### config.mk
export PLATFORM = sky130hd
export DESIGN_NAME = fft_mem_ctrl_flat
export DESIGN_NICKNAME = d
export VERILOG_FILES = /design/src/rtl/fft_mem_ctrl_if.sv /design/src/rtl/fft_mem_ctrl.sv /design/src/flat_wrapper.sv
export SDC_FILE = /design/constraint.sdc
export NUM_CORES = 1
export LEC_CHECK = 0
export ABC_AREA = 1
export BUFFER_PORTS_ARGS = -buffer_cell sky130_fd_sc_hd__buf_2
export CORE_ASPECT_RATIO = 0.9
export CORE_MARGIN = 5
export CORE_UTILIZATION = 35
export DETAILED_ROUTE_END_ITERATION = 10
export GPL_TIMING_DRIVEN = 0
export PLACE_DENSITY = 0.79
export SYNTH_ARGS = -nofsm -noshare
export SYNTH_HDL_FRONTEND = slang
export SYNTH_SLANG_ARGS = --single-unit
export TNS_END_PERCENT = 5
### constraint.sdc
create_clock -name clk -period 5.82 [get_ports clk]
set_input_delay 0.582 -clock clk [delete_from_list [all_inputs] [get_ports clk]]
set_output_delay 0.582 -clock clk [all_outputs]
set_load 0.01 [all_outputs]
### src/rtl/fft_mem_ctrl_if.sv
`default_nettype none
// ============================================================================
// Module : fft_mem_ctrl_if
// Desc   : Dual-port RAM and butterfly-datapath bus driven by fft_mem_ctrl.
// Rev    : 1.0  initial release
// ============================================================================
interface fft_mem_ctrl_if #(
    parameter int WIDTH     = 32,
    parameter int ADDR_SIZE = 9
);
    logic                 wr_en_0;
    logic                 wr_en_1;
    logic [ADDR_SIZE-1:0] addr_0;
    logic [ADDR_SIZE-1:0] addr_1;
    logic [WIDTH-1:0]     data_0_in;
    logic [WIDTH-1:0]     data_1_in;
    logic [WIDTH-1:0]     data_0_out;
    logic [WIDTH-1:0]     data_1_out;
    logic                 bf_in_valid;
    logic [WIDTH-1:0]     bf_a;
    logic [WIDTH-1:0]     bf_b;
    logic [ADDR_SIZE-2:0] bf_tw_addr;
    logic [WIDTH-1:0]     bf_y0;
    logic [WIDTH-1:0]     bf_y1;

    modport master (
        output wr_en_0, wr_en_1, addr_0, addr_1, data_0_in, data_1_in,
        input  data_0_out, data_1_out,
        output bf_in_valid, bf_a, bf_b, bf_tw_addr,
        input  bf_y0, bf_y1
    );

    modport slave (
        input  wr_en_0, wr_en_1, addr_0, addr_1, data_0_in, data_1_in,
        output data_0_out, data_1_out,
        input  bf_in_valid, bf_a, bf_b, bf_tw_addr,
        output bf_y0, bf_y1
    );
endinterface
`default_nettype wire

### src/rtl/fft_mem_ctrl.sv
`default_nettype none
// ============================================================================
// Module : fft_mem_ctrl
// Desc   : In-place radix-2 DIT FFT sequencer for a dual-port working RAM.
//          Define FFT_BITREV_EN to add an input bit-reversal pass.
// Rev    : 1.0  initial release
// ============================================================================
module fft_mem_ctrl #(
    parameter int WIDTH     = 32,
    parameter int SIZE      = 512,
    parameter int ADDR_SIZE = 9,
    parameter int BF_LAT    = 2
) (
    input  wire            clk,
    input  wire            rst_n,
    input  wire            start,
    output logic           busy,
    output logic           done,
    fft_mem_ctrl_if.master bus
);

    localparam int STAGE_W = $clog2(ADDR_SIZE + 1);
    localparam int K_W     = ADDR_SIZE - 1;
    localparam int CNT_W   = $clog2(BF_LAT + 1);
    localparam logic [K_W-1:0]     K_LAST = K_W'(SIZE / 2 - 1);
    localparam logic [STAGE_W-1:0] S_LAST = STAGE_W'(ADDR_SIZE - 1);

    typedef enum logic [3:0] {
        ST_IDLE      = 4'd0,
        ST_RD        = 4'd1,
        ST_WAIT      = 4'd2,
        ST_BF        = 4'd3,
        ST_WR        = 4'd4,
        ST_FIN       = 4'd5
`ifdef FFT_BITREV_EN
        ,
        ST_BREV_RD   = 4'd6,
        ST_BREV_WAIT = 4'd7,
        ST_BREV_WR   = 4'd8
`endif
    } state_t;

    state_t               state;
    logic [STAGE_W-1:0]   r_stage;
    logic [K_W-1:0]       r_k;
    logic [ADDR_SIZE-1:0] r_addr_0;
    logic [ADDR_SIZE-1:0] r_addr_1;
    logic [K_W-1:0]       r_tw;
    logic                 r_wr_en;
    logic                 r_bf_in_valid;
    logic                 r_busy;
    logic                 r_done;
    logic [CNT_W-1:0]     r_bf_cnt;

    logic [STAGE_W-1:0]   w_nxt_stage;
    logic [K_W-1:0]       w_nxt_k;
    logic                 w_last;
    logic [ADDR_SIZE-1:0] w_nxt_addr_0;
    logic [ADDR_SIZE-1:0] w_nxt_addr_1;
    logic [K_W-1:0]       w_nxt_tw;

    // addr_0 = (k with bit s opened up as a zero) ; addr_1 sets that bit
    function automatic logic [ADDR_SIZE-1:0] f_addr_0(input logic [STAGE_W-1:0] s,
                                                      input logic [K_W-1:0]     k);
        logic [ADDR_SIZE-1:0] kx;
        logic [ADDR_SIZE-1:0] lo_mask;
        kx      = {1'b0, k};
        lo_mask = (ADDR_SIZE'(1) << s) - ADDR_SIZE'(1);
        return ((kx & ~lo_mask) << 1) | (kx & lo_mask);
    endfunction

    function automatic logic [ADDR_SIZE-1:0] f_addr_1(input logic [STAGE_W-1:0] s,
                                                      input logic [K_W-1:0]     k);
        return f_addr_0(s, k) + (ADDR_SIZE'(1) << s);
    endfunction

    function automatic logic [K_W-1:0] f_tw(input logic [STAGE_W-1:0] s,
                                            input logic [K_W-1:0]     k);
        logic [K_W-1:0]     pos_mask;
        logic [STAGE_W-1:0] sh;
        pos_mask = (K_W'(1) << s) - K_W'(1);
        sh       = S_LAST - s;
        return (k & pos_mask) << sh;
    endfunction

    // Next butterfly coordinates; anything other than WR restarts at (0,0)
    always_comb begin
        w_nxt_stage = '0;
        w_nxt_k     = '0;
        if (state == ST_WR) begin
            if (r_k != K_LAST) begin
                w_nxt_stage = r_stage;
                w_nxt_k     = r_k + 1'b1;
            end else begin
                w_nxt_stage = r_stage + 1'b1;
            end
        end
    end

    assign w_last       = (r_k == K_LAST) && (r_stage == S_LAST);
    assign w_nxt_addr_0 = f_addr_0(w_nxt_stage, w_nxt_k);
    assign w_nxt_addr_1 = f_addr_1(w_nxt_stage, w_nxt_k);
    assign w_nxt_tw     = f_tw(w_nxt_stage, w_nxt_k);

`ifdef FFT_BITREV_EN
    logic [ADDR_SIZE-1:0] r_idx;
    logic [ADDR_SIZE:0]   w_brev_from;
    logic                 w_brev_found;
    logic [ADDR_SIZE-1:0] w_brev_idx;

    function automatic logic [ADDR_SIZE-1:0] f_rev(input logic [ADDR_SIZE-1:0] i);
        logic [ADDR_SIZE-1:0] r;
        for (int b = 0; b < ADDR_SIZE; b++) begin
            r[b] = i[ADDR_SIZE-1-b];
        end
        return r;
    endfunction

    // Smallest index at or after w_brev_from whose reverse is larger, so
    // non-swapping indices cost no cycles
    always_comb begin
        w_brev_from  = (state == ST_IDLE) ? '0 : ({1'b0, r_idx} + 1'b1);
        w_brev_found = 1'b0;
        w_brev_idx   = '0;
        for (int j = SIZE - 1; j >= 0; j--) begin
            if ((j >= int'(w_brev_from)) && (f_rev(ADDR_SIZE'(j)) > ADDR_SIZE'(j))) begin
                w_brev_found = 1'b1;
                w_brev_idx   = ADDR_SIZE'(j);
            end
        end
    end

    assign bus.data_0_in = (state == ST_BREV_WR) ? bus.data_1_out : bus.bf_y0;
    assign bus.data_1_in = (state == ST_BREV_WR) ? bus.data_0_out : bus.bf_y1;
`else
    assign bus.data_0_in = bus.bf_y0;
    assign bus.data_1_in = bus.bf_y1;
`endif

    always_ff @(posedge clk or negedge rst_n) begin
        if (!rst_n) begin
            state         <= ST_IDLE;
            r_stage       <= '0;
            r_k           <= '0;
            r_addr_0      <= '0;
            r_addr_1      <= '0;
            r_tw          <= '0;
            r_wr_en       <= 1'b0;
            r_bf_in_valid <= 1'b0;
            r_busy        <= 1'b0;
            r_done        <= 1'b0;
            r_bf_cnt      <= '0;
`ifdef FFT_BITREV_EN
            r_idx         <= '0;
`endif
        end else begin
            r_done <= 1'b0;
            case (state)
                ST_IDLE: begin
                    if (start) begin
                        r_busy  <= 1'b1;
                        r_stage <= w_nxt_stage;
                        r_k     <= w_nxt_k;
`ifdef FFT_BITREV_EN
                        if (w_brev_found) begin
                            r_idx    <= w_brev_idx;
                            r_addr_0 <= w_brev_idx;
                            r_addr_1 <= f_rev(w_brev_idx);
                            state    <= ST_BREV_RD;
                        end else begin
                            r_addr_0 <= w_nxt_addr_0;
                            r_addr_1 <= w_nxt_addr_1;
                            r_tw     <= w_nxt_tw;
                            state    <= ST_RD;
                        end
`else
                        r_addr_0 <= w_nxt_addr_0;
                        r_addr_1 <= w_nxt_addr_1;
                        r_tw     <= w_nxt_tw;
                        state    <= ST_RD;
`endif
                    end
                end
                ST_RD: begin
                    r_bf_in_valid <= 1'b1;
                    state         <= ST_WAIT;
                end
                ST_WAIT: begin
                    r_bf_in_valid <= 1'b0;
                    r_bf_cnt      <= '0;
                    if (BF_LAT == 1) begin
                        r_wr_en <= 1'b1;
                        state   <= ST_WR;
                    end else begin
                        state   <= ST_BF;
                    end
                end
                ST_BF: begin
                    if (r_bf_cnt == CNT_W'(BF_LAT - 2)) begin
                        r_wr_en <= 1'b1;
                        state   <= ST_WR;
                    end else begin
                        r_bf_cnt <= r_bf_cnt + 1'b1;
                    end
                end
                ST_WR: begin
                    r_wr_en <= 1'b0;
                    if (w_last) begin
                        r_busy <= 1'b0;
                        r_done <= 1'b1;
                        state  <= ST_FIN;
                    end else begin
                        r_stage  <= w_nxt_stage;
                        r_k      <= w_nxt_k;
                        r_addr_0 <= w_nxt_addr_0;
                        r_addr_1 <= w_nxt_addr_1;
                        r_tw     <= w_nxt_tw;
                        state    <= ST_RD;
                    end
                end
                ST_FIN: begin
                    state <= ST_IDLE;
                end
`ifdef FFT_BITREV_EN
                ST_BREV_RD: begin
                    state <= ST_BREV_WAIT;
                end
                ST_BREV_WAIT: begin
                    r_wr_en <= 1'b1;
                    state   <= ST_BREV_WR;
                end
                ST_BREV_WR: begin
                    r_wr_en <= 1'b0;
                    if (w_brev_found) begin
                        r_idx    <= w_brev_idx;
                        r_addr_0 <= w_brev_idx;
                        r_addr_1 <= f_rev(w_brev_idx);
                        state    <= ST_BREV_RD;
                    end else begin
                        r_stage  <= w_nxt_stage;
                        r_k      <= w_nxt_k;
                        r_addr_0 <= w_nxt_addr_0;
                        r_addr_1 <= w_nxt_addr_1;
                        r_tw     <= w_nxt_tw;
                        state    <= ST_RD;
                    end
                end
`endif
                default: begin
                    state <= ST_IDLE;
                end
            endcase
        end
    end

    assign busy            = r_busy;
    assign done            = r_done;
    assign bus.wr_en_0     = r_wr_en;
    assign bus.wr_en_1     = r_wr_en;
    assign bus.addr_0      = r_addr_0;
    assign bus.addr_1      = r_addr_1;
    assign bus.bf_in_valid = r_bf_in_valid;
    assign bus.bf_a        = bus.data_0_out;
    assign bus.bf_b        = bus.data_1_out;
    assign bus.bf_tw_addr  = r_tw;

endmodule
`default_nettype wire

### src/flat_wrapper.sv
// flat-port wrapper written by rule: the top's interface ports become plain ports
module fft_mem_ctrl_flat 
#(
    parameter int WIDTH     = 32,
    parameter int SIZE      = 512,
    parameter int ADDR_SIZE = 9,
    parameter int BF_LAT    = 2
)
  (clk, rst_n, start, busy, done, bus_wr_en_0, bus_wr_en_1, bus_addr_0, bus_addr_1, bus_data_0_in, bus_data_1_in, bus_data_0_out, bus_data_1_out, bus_bf_in_valid, bus_bf_a, bus_bf_b, bus_bf_tw_addr, bus_bf_y0, bus_bf_y1);
  fft_mem_ctrl_if #(.WIDTH(WIDTH), .ADDR_SIZE(ADDR_SIZE)) bus_i ();
  input  wire clk;
  input  wire rst_n;
  input  wire start;
  output logic busy;
  output logic done;
  output wire logic [$bits(bus_i.wr_en_0)-1:0] bus_wr_en_0;
  output wire logic [$bits(bus_i.wr_en_1)-1:0] bus_wr_en_1;
  output wire logic [$bits(bus_i.addr_0)-1:0] bus_addr_0;
  output wire logic [$bits(bus_i.addr_1)-1:0] bus_addr_1;
  output wire logic [$bits(bus_i.data_0_in)-1:0] bus_data_0_in;
  output wire logic [$bits(bus_i.data_1_in)-1:0] bus_data_1_in;
  input wire logic [$bits(bus_i.data_0_out)-1:0] bus_data_0_out;
  input wire logic [$bits(bus_i.data_1_out)-1:0] bus_data_1_out;
  output wire logic [$bits(bus_i.bf_in_valid)-1:0] bus_bf_in_valid;
  output wire logic [$bits(bus_i.bf_a)-1:0] bus_bf_a;
  output wire logic [$bits(bus_i.bf_b)-1:0] bus_bf_b;
  output wire logic [$bits(bus_i.bf_tw_addr)-1:0] bus_bf_tw_addr;
  input wire logic [$bits(bus_i.bf_y0)-1:0] bus_bf_y0;
  input wire logic [$bits(bus_i.bf_y1)-1:0] bus_bf_y1;
  assign bus_wr_en_0 = bus_i.wr_en_0;
  assign bus_wr_en_1 = bus_i.wr_en_1;
  assign bus_addr_0 = bus_i.addr_0;
  assign bus_addr_1 = bus_i.addr_1;
  assign bus_data_0_in = bus_i.data_0_in;
  assign bus_data_1_in = bus_i.data_1_in;
  assign bus_i.data_0_out = bus_data_0_out;
  assign bus_i.data_1_out = bus_data_1_out;
  assign bus_bf_in_valid = bus_i.bf_in_valid;
  assign bus_bf_a = bus_i.bf_a;
  assign bus_bf_b = bus_i.bf_b;
  assign bus_bf_tw_addr = bus_i.bf_tw_addr;
  assign bus_i.bf_y0 = bus_bf_y0;
  assign bus_i.bf_y1 = bus_bf_y1;
  fft_mem_ctrl #(.WIDTH(WIDTH), .SIZE(SIZE), .ADDR_SIZE(ADDR_SIZE), .BF_LAT(BF_LAT)) u_core (.clk(clk), .rst_n(rst_n), .start(start), .busy(busy), .done(done), .bus(bus_i));
endmodule
==> results of run 1 <==
==> sequential cells by signal, indices dropped and copies added (netlist names) <==
name and flops:
u_core.busy 1, u_core.bus.bf_in_valid 1, u_core.state 3, u_core.bus.addr_1 9
u_core.r_stage 4, u_core.r_k 8, u_core.r_bf_cnt 2, u_core.bus.bf_tw_addr 8
u_core.done 1, u_core.bus.addr_0 9, u_core.bus.wr_en_0 1
==> logic make-up (layout without fill, tap and decap cells) <==
family                   Yosys count  in the layout  share of synthesized area, %
buffers and inverters            186            355                          29.4
XOR/XNOR                           9              9                          1.91
flip-flops                        47             47                          28.5
AO/OA/AOI/OAI                     57             57                          8.37
other                              1              1                        0.0908
adder cells (fa/ha/maj)           19             19                          5.94
AND/OR/NAND/NOR                  222            222                          25.8
==> metal layers <==
metal / share of wire, % / routed length, um / global-route usage [%]
met2: 46 / 5320 / 23.0
met5: 0 / 0 / 0
met1: 45 / 5210 / 21.0
met4: 0.87 / 100 / 3.07
met3: 7.6 / 875 / 4.11
==> per-stage QoR <==
| step | utilization (%) | total power, mW | std cells | hold slack (ps) | worst slack, ps |
|---|---|---|---|---|---|
| finish | 46.2 | 1.10 | 866 | 476 | 1090 |
| global route | 46.2 | 1.17 | 866 | 499 | 604 |
| CTS | 46.2 | 1.12 | 866 | 478 | 1100 |
| detailed placement | 44.7 | 0.777 | 858 | 461 | 1190 |
| global placement | 44.7 | 0.772 | 858 | 456 | 1190 |
| floorplan | - | 0.635 | 541 | 286 | 1850 |
==> power breakdown <==
group,internal [mW],switching (mW)
sequential,0.358,0.0249
clock,0.214,0.123
combinational,0.154,0.228
==> worst max-delay path by stage <==
stage               cells past startpoint          start              endpoint  slack [ps]
floorplan                              27  u_core.r_k[0]  u_core.bus.addr_1[7]        1850
global placement                       28  u_core.r_k[0]  u_core.bus.addr_1[7]        1190
detailed placement                     28  u_core.r_k[0]  u_core.bus.addr_1[7]        1190
CTS                                    28  u_core.r_k[0]  u_core.bus.addr_1[7]        1100
global route                           28  u_core.r_k[0]  u_core.bus.addr_1[7]         600
finish                                 28  u_core.r_k[0]  u_core.bus.addr_1[7]        1090
==> layout by cell type (no fill, tap or decap), types with 4 or more instances in the layout <==
cell	n
buf_2	166
buf_4	129
nand2_1	120
dfrtp_1	47
inv_1	43
nand3_1	29
nor2_1	27
o21ai_0	19
ha_1	18
a21oi_1	16
nand3_2	10
nand2_2	9
nor3_1	8
nor2_2	7
xor2_1	5
clkbuf_16	5
nand2_4	4
a211oi_1	4
o21ai_1	4
xnor2_1	4
==> worst max-delay path: cells and delay by family, from the launching register on <==
kind            cells  cell delay (ps)
fa+ha+maj           5             1300
xor+xnor            1              150
flops               1              390
compound gates      3              660
buf+inv             4              410
simple gates       15             1660
==> area by class of cell <==
class                   instances  area [um2]  share of cell area [%]
flip-flops and latches         47        1180                    22.2
repair buffers                161         806                    15.2
inverters                      48         188                    3.54
multi-input cells             308        1740                    32.8
clock buffers                   6         139                    2.62
well taps                     156         195                    3.68
clock inverters                 2        35.0                   0.661
plain buffers                 138        1030                    19.4
==> qor.yml, run 1 <==
status: "finished clean"
synth_cell_types: 40
grt_setup_unrepaired: "no"
finClkSkew_ps: 8.38
antenna_found_initial: 0
ant_nets: 0
place_hpwl_um: 9660
grt_first_pass_wirelength_um: 17400
fin_crit_sh_pct: 81.2
grt_pass1_vias: 3452
yosys_most_used_dff: "dfrtp_1"
yosysTopAreaCell: "dfrtp_1"
r2r_end: "u_core.bus.addr_1[7]"
setup_viol: 0
syn_to_final_growth_pct: 28.5
syn_avg_cell_area_um2: 7.63
drt_wl_total_um: 11500
syn_nets: 691
end_kind: "flop"
clk_latency_ps: 290
drc: 0
ys_top_cells_by_count: "buf_4 (129), nand2_1 (120), dfrtp_1 (47)"
dpl_cell_area_um2: 5130
vias: 3707
grt_max_degree: 48
die_h_um: 113
grt-ovfl-total: 0
rrSetupSlack_ps: 1090
p_leak_nw: 3.01
hold_violations: 0
fillers: 1154
slew_violations: 0
cts.repair.resized: 0
track_usage_pct: 14.9
maxCapViolCount: 0
r2r-start: "u_core.r_k[0]"
post_cts_buffers: 0
crit_arrival_ps: 4890
cp-start-kind: "flop"
slowest_stage: "nor3_4"
clock_path_buffers: 2
clkTransAtPathRegs_ps: 60
seq_area_frac_synth_pct: 28.5
fin_crit_ps: 4730
std_cell_rows: 37
fin_tns_setup_ps: 0
nets: 859
hold_buffers: 0
via_per_inst: 4.28
io_buffers: 161
synth_warnings: 0
start_util_pct: 36.0
clkSinkCount: 47
cts-buffers-inserted: 5
power_density_nw_per_um2: 208
synth_edf_count: 0
cp_max_fo: 11
cts_tree: "done"
synth_most_common_cell: "buf_4"
drt-initial-drc-count: 178
core_um2: 11500
required_ps: 5980
syn_area_um2: 4130
dieArea_um2: 14100
first_pass_iters: 4
synth_top_area_share_pct: 28.5
fin_area_um2: 5300
wl_per_cell_um: 13.3
reg2reg_depth: 28
cts.root.buffer_cell: "clkbuf_16"
die_w_um: 124
synth_seq_cells: 47
htree_levels: 2
tightest_slew_ps: 1050
ys_top_cells_by_area: "dfrtp_1 (28%), buf_4 (23%), nand2_1 (11%), ha_1 (5.5%), inv_1 (3.9%)"
ir_worst_vdd_mv: 0.133
diodes: 0
fmax_mhz: 211
criticalPathCategory: "flop to flop"
io_pins: 290
place_congestion: 0.903
min_path_type: "primary input to asynchronous set/reset pin"
synthCells: 541
drive_gt1_share_pct: 48.9
postSynth.asyncResetShare_pct: 100
crit_path_frequent_cell: "nor2_1"
critical_path.max_stage_delay_ps: 400
slew_headroom_pct: 30.0
No activity file was read; power rests on OpenSTA's default activity.
==> inputs of run 2 (changes only) <==
==> constraint.sdc (replaced) <==
create_clock -name clk -period 4.5 [get_ports clk]
set_input_delay 0.45 -clock clk [delete_from_list [all_inputs] [get_ports clk]]
set_output_delay 0.45 -clock clk [all_outputs]
set_load 0.01 [all_outputs]
==> qor.yml, run 2 (synthesis results as in run 1) <==
maxCapViolCount: 0  # unchanged
fin_crit_sh_pct: 92.4  # +11 points
fmax_mhz: 240  # +14%
antenna_found_initial: 0  # unchanged
grt_pass1_vias: 3460  # +0.23%
clkPwrFrac_pct: 30.4  # -0.2 points
end_kind: "flop"
finClkSkew_ps: 8.83  # +0.453 ps
cp_max_fo: 7  # -4
dp_slack_ps: -127  # -1320 ps
io_buffers: 161  # unchanged
min_path_type: "primary input to asynchronous set/reset pin"
place_hpwl_um: 9660  # unchanged
crit_cells: 26  # -7.1%
slew_violations: 0  # unchanged
fin_crit_ps: 4160  # -570 ps
ff_latch_area_um2: 1180  # unchanged
reg2reg_depth: 26  # -7.1%
diodes: 0  # unchanged
p_sw_share_pct: 34.2  # about the same
clock_path_buffers: 2  # unchanged
criticalPathCategory: "flop to flop"
r2r-start: "u_core.r_k[0]"
power_mw: 1.44  # +30%
cp-start-kind: "flop"
io_pins: 290  # unchanged
path_buf_inv: 2  # -2
fin_area_um2: 5350  # +0.92%
drc: 0  # unchanged
nets: 861  # +0.23%
place_congestion: 0.903  # unchanged
fin_hold_ws_ps: 352  # -124 ps
switchingPower_uw: 491  # +30%
vias: 3732  # +0.67%
placed_cells: 858  # unchanged
dpl_cell_area_um2: 5130  # unchanged
required_ps: 4660  # -1320 ps
crit_arrival_ps: 4320  # -570 ps
clk_latency_ps: 290  # about the same
grt-ovfl-total: 0  # unchanged
r2r_end: "u_core.bus.addr_1[7]"
start_util_pct: 36.0  # unchanged
clkTransAtPathRegs_ps: 60  # about the same
drt_wl_total_um: 11600  # +1.1%
grt_setup_unrepaired: "no"
crit_path_frequent_cell: "nor2_1"
setup_viol: 0  # unchanged
slowest_stage: "dfrtp_1"
slew_headroom_pct: 29.4  # -0.51 points
fin_cells: 868  # +0.23%
ir_worst_vdd_mv: 0.173  # +30%
cpLargestDelayFamily: "simple AND/OR/NAND/NOR gates"
cts-buffers-inserted: 5  # unchanged
multi_input_area_um2: 1770  # +1.8%
power_density_nw_per_um2: 268  # +29%
ant_nets: 0  # unchanged
critPathLaunch: "u_core.r_k[0]"
track_usage_pct: 14.9  # +0.040 points
die_h_um: 113  # unchanged
final_cell_mix: "buf_2 (165), buf_4 (132), nand2_1 (120)"
first_pass_iters: 4  # unchanged
via_per_inst: 4.30  # +0.44%
std_cell_rows: 37  # unchanged
drive_gt1_share_pct: 49.6  # +0.71 points
die_w_um: 124  # unchanged
wl_per_cell_um: 13.4  # +0.83%
critical_path.max_stage_delay_ps: 400  # about the same
internal-power_uw: 944  # +30%
hold_violations: 0  # unchanged
htree_levels: 2  # unchanged
grt_first_pass_wirelength_um: 17500  # +0.32%
hold_buffers: 0  # unchanged
rrSetupSlack_ps: 340  # -750 ps
pwr-share-comb_pct: 35.1  # +0.4 points
final_common_cell: "buf_2"
fillers: 1145  # -0.78%
clkSinkCount: 47  # unchanged
core_um2: 11500  # unchanged
dieArea_um2: 14100  # unchanged
p_leak_nw: 3.03  # +0.64%
syn_to_final_growth_pct: 29.6
cts.root.buffer_cell: "clkbuf_16"
finalWorstSetupSlack_ps: 342  # -750 ps
cts_tree: "done"
crit_end: "u_core.bus.addr_1[7]"
tightest_slew_ps: 1060  # +7.62 ps
status: "finished clean"
drt-initial-drc-count: 153  # -14%
grt_max_degree: 48  # unchanged
seqPwrFrac_pct: 34.5  # -0.3 points
## run 2: cell count changes in the layout (fill, tap and decap cells not counted), sizes merged
| cell | before | now |
|---|---|---|
| buf | 297 | 299 |
## run 2: worst min-delay path by stage
| stage | from | cells past startpoint | slack (ps) | endpoint |
|---|---|---|---|---|
| 6_report | rst_n | 1 | 350 | u_core.bus.bf_in_valid |
| 2_1_floorplan | rst_n | 0 | 150 | u_core.bus.addr_0[0] |
| 3_3_place_gp | u_core.bus.bf_tw_addr[3] | 1 | 460 | u_core.bus.bf_tw_addr[3] |
| 5_1_grt | start | 3 | 440 | u_core.busy |
| 3_5_place_dp | u_core.bus.addr_0[2] | 2 | 460 | u_core.bus.addr_0[2] |
| 4_1_cts | rst_n | 1 | 390 | u_core.bus.bf_in_valid |
## run 2: layer usage
metal / up-vias / GRT usage (%) / part of all wire, %
met1: 1642 / 21.0 / 46
met2: 142 / 23.2 / 46
met4: 0 / 3.07 / 0.86
li1: 1938 / - / -
met3: 10 / 4.11 / 7.3
met5: - / 0 / 0
## run 2: final cells by class
cell class / count / area share (%)
Clock buffer: 6 / 2.60
Sequential cell: 47 / 22.0
Tap cell: 156 / 3.65
Timing Repair Buffer: 164 / 15.5
Buffer: 137 / 19.1
Clock inverter: 2 / 0.655
Multi-Input combinational cell: 308 / 33.0
Inverter: 48 / 3.51
## run 2: stage by stage
| stage | utilization (%) | TNS [ps] |
|---|---|---|
| 2_1_floorplan | - | 0 |
| 3_3_place_gp | 44.7 | -128 |
| 3_5_place_dp | 44.7 | -127 |
| 4_1_cts | 46.3 | 0 |
| 5_1_grt | 46.6 | 0 |
| 6_report | 46.6 | 0 |
## run 2: power by group through the flow
stage                     Sequential, mW  Clock, mW  Combinational, mW
after CTS                          0.496      0.449              0.502
after global placement             0.502          0              0.497
after detailed placement           0.504          0              0.501
after global routing               0.499      0.460              0.554
final                              0.495      0.436              0.504
after floorplan                    0.509          0              0.313
## run 2: repair_timing
item / in CTS / in global routing
buffers inserted: 1 / 2
gates resized for setup: 2 / 5
pin swaps: 1 / 1
setup endpoints to repair: 2 / 3
==> inputs of run 3 (changes only) <==
--- a/config.mk
+++ b/config.mk
@@ -13,6 +13,7 @@
 export DETAILED_ROUTE_END_ITERATION = 10
 export GPL_TIMING_DRIVEN = 0
 export PLACE_DENSITY = 0.79
+export RECOVER_POWER = 100
 export SYNTH_ARGS = -nofsm -noshare
 export SYNTH_HDL_FRONTEND = slang
 export SYNTH_SLANG_ARGS = --single-unit
==> qor.yml, run 3 (synthesis results as in run 1) <==
place_hpwl_um: 9660  # unchanged
tightest_slew_ps: 2570  # +1510 ps
violations: "max-capacitance violations, max-slew violations"
hold_violations: 0  # unchanged
path_cells: "nor2_1, nand2_2, nor3_2, inv_1, ha_1, ha_1, nand2_4, ha_4, inv_1, nand2_1, nand2_1, nand2_1, nand2_1, ha_1, a21oi_2, nor2_1, a211oi_2, nor2_1, nor2_1, nor2_1, nor2_1, xor2_1, o21ai_0"
clk_latency_ps: 290  # about the same
r2r-start: "u_core.state[1]"
io_buffers: 161  # unchanged
criticalPathCategory: "flop to flop"
min_from: "start"
grt_first_pass_wirelength_um: 17500  # unchanged
setup_viol: 0  # unchanged
fmax_mhz: 239  # -0.42%
clkSinkCount: 47  # unchanged
fin_hold_ws_ps: 429  # +76.7 ps
end_kind: "flop"
fin_crit_ps: 4180  # +17.4 ps
status: "complete, but fails checks"
grt_pass1_vias: 3460  # unchanged
finalWorstSetupSlack_ps: 324  # -17.4 ps
vias: 3772  # +1.1%
fin_tns_setup_ps: 0  # unchanged
ir_worst_vdd_mv: 0.173  # +0.31%
nets: 861  # unchanged
crit_path_frequent_cell: "nor2_1"
die_h_um: 113  # unchanged
fin_cells: 868  # unchanged
io_pins: 290  # unchanged
drt-initial-drc-count: 159  # +3.9%
place_congestion: 0.903  # unchanged
critPathLaunch: "u_core.state[1]"
std_cell_rows: 37  # unchanged
slowest_stage: "dfrtp_1"
wl_per_cell_um: 13.5  # +0.84%
core_um2: 11500  # unchanged
slew_violations: 48  # +48
power_density_nw_per_um2: 274  # +2.1%
critical_path.max_stage_delay_ps: 390  # about the same
clock_path_buffers: 2  # unchanged
slew_headroom_pct: -71.4  # -100 points
min_path_type: "primary input to flop"
diodes: 0  # unchanged
required_ps: 4660  # about the same
cp-start-kind: "flop"
via_per_inst: 4.35  # +1.1%
drc: 0  # unchanged
cts.root.buffer_cell: "clkbuf_16"
htree_levels: 2  # unchanged
maxCapViolCount: 1  # +1
final_common_cell: "clkbuf_1"
dp_slack_ps: -127  # unchanged
fin_crit_sh_pct: 92.8  # +0.39 points
track_usage_pct: 14.9  # unchanged
grt-ovfl-total: 0  # unchanged
placed_cells: 858  # unchanged
dieArea_um2: 14100  # unchanged
grt_setup_unrepaired: "no"
final_cell_mix: "clkbuf_1 (165), buf_4 (132), nand2_1 (120)"
cp_max_fo: 7  # unchanged
cts-buffers-inserted: 5  # unchanged
finClkSkew_ps: 9.55  # +0.721 ps
crit_arrival_ps: 4330  # about the same
p_leak_nw: 2.55  # -16%
cts_tree: "done"
ant_nets: 0  # unchanged
clkTransAtPathRegs_ps: 60  # about the same
first_pass_iters: 4  # unchanged
drt_wl_total_um: 11700  # +0.84%
drive_gt1_share_pct: 26.4  # -23 points
grt_max_degree: 48  # unchanged
die_w_um: 124  # unchanged
syn_to_final_growth_pct: 24.6
start_util_pct: 36.0  # unchanged
antenna_found_initial: 0  # unchanged
[run 3: cell types whose count changed in the layout (fill, tap and decap cells not counted), sizes merged]
cell / change
buf: -163
clkbuf: +163
[run 3: area by class of cell]
type,instances,area [um2]
buffer,137,1020
clock buffer,6,139
clock inverter,2,35.0
fill,1230,6340
inverter,48,188
multi-input combinational,308,1770
sequential,47,1180
tap,156,195
timing repair buffer,164,628
[run 3: what timing repair did]
action	4_1_cts	5_1_grt
pin swaps	1	1
gates resized for setup	2	5
setup endpoints to repair	2	3
buffers inserted	1	2
hold buffers	0	0
[run 3: critical path: cells and delay by family, from the launching register on]
family          cells  cell delay (ps)
simple gates       13             1730
fa+ha+maj           4             1060
compound gates      3              480
flops               1              390
buf+inv             2              210
xor+xnor            1              150
[run 3: per-layer routing]
layer,track usage [%],wire length (um),vias up
met2,23.2,5430,142
met1,21.0,5280,1676
met5,0,0,-
li1,-,-,1944
met3,4.11,921,10
met4,3.07,100,0
[run 3: path summary, 6_finish.rpt]
kind                                            end  slack, ps  depth (start not counted)
hold / removal                          u_core.busy        430                          3
hold reg to reg            u_core.bus.bf_tw_addr[3]        480                          1
setup reg to reg               u_core.bus.addr_1[7]        320                         23
max in group asynchronous      u_core.bus.addr_1[0]       2060                          1
min in group asynchronous    u_core.bus.bf_in_valid        950                          1
setup / recovery               u_core.bus.addr_1[7]        320                         23
[run 3: through the flow]
step	utilization (%)	instance area (um2)	total power, mW
6_report	44.8	5140	1.41
2_1_floorplan	-	4130	0.821
5_1_grt	44.8	5140	1.49
3_3_place_gp	44.7	5130	0.999
3_5_place_dp	44.7	5130	1.01
4_1_cts	46.3	5320	1.45
[run 3: power by group]
group	switching, mW	total [mW]	internal [mW]
registers	0.0309	0.494	0.464
clock network	0.158	0.434	0.276
logic	0.304	0.480	0.176
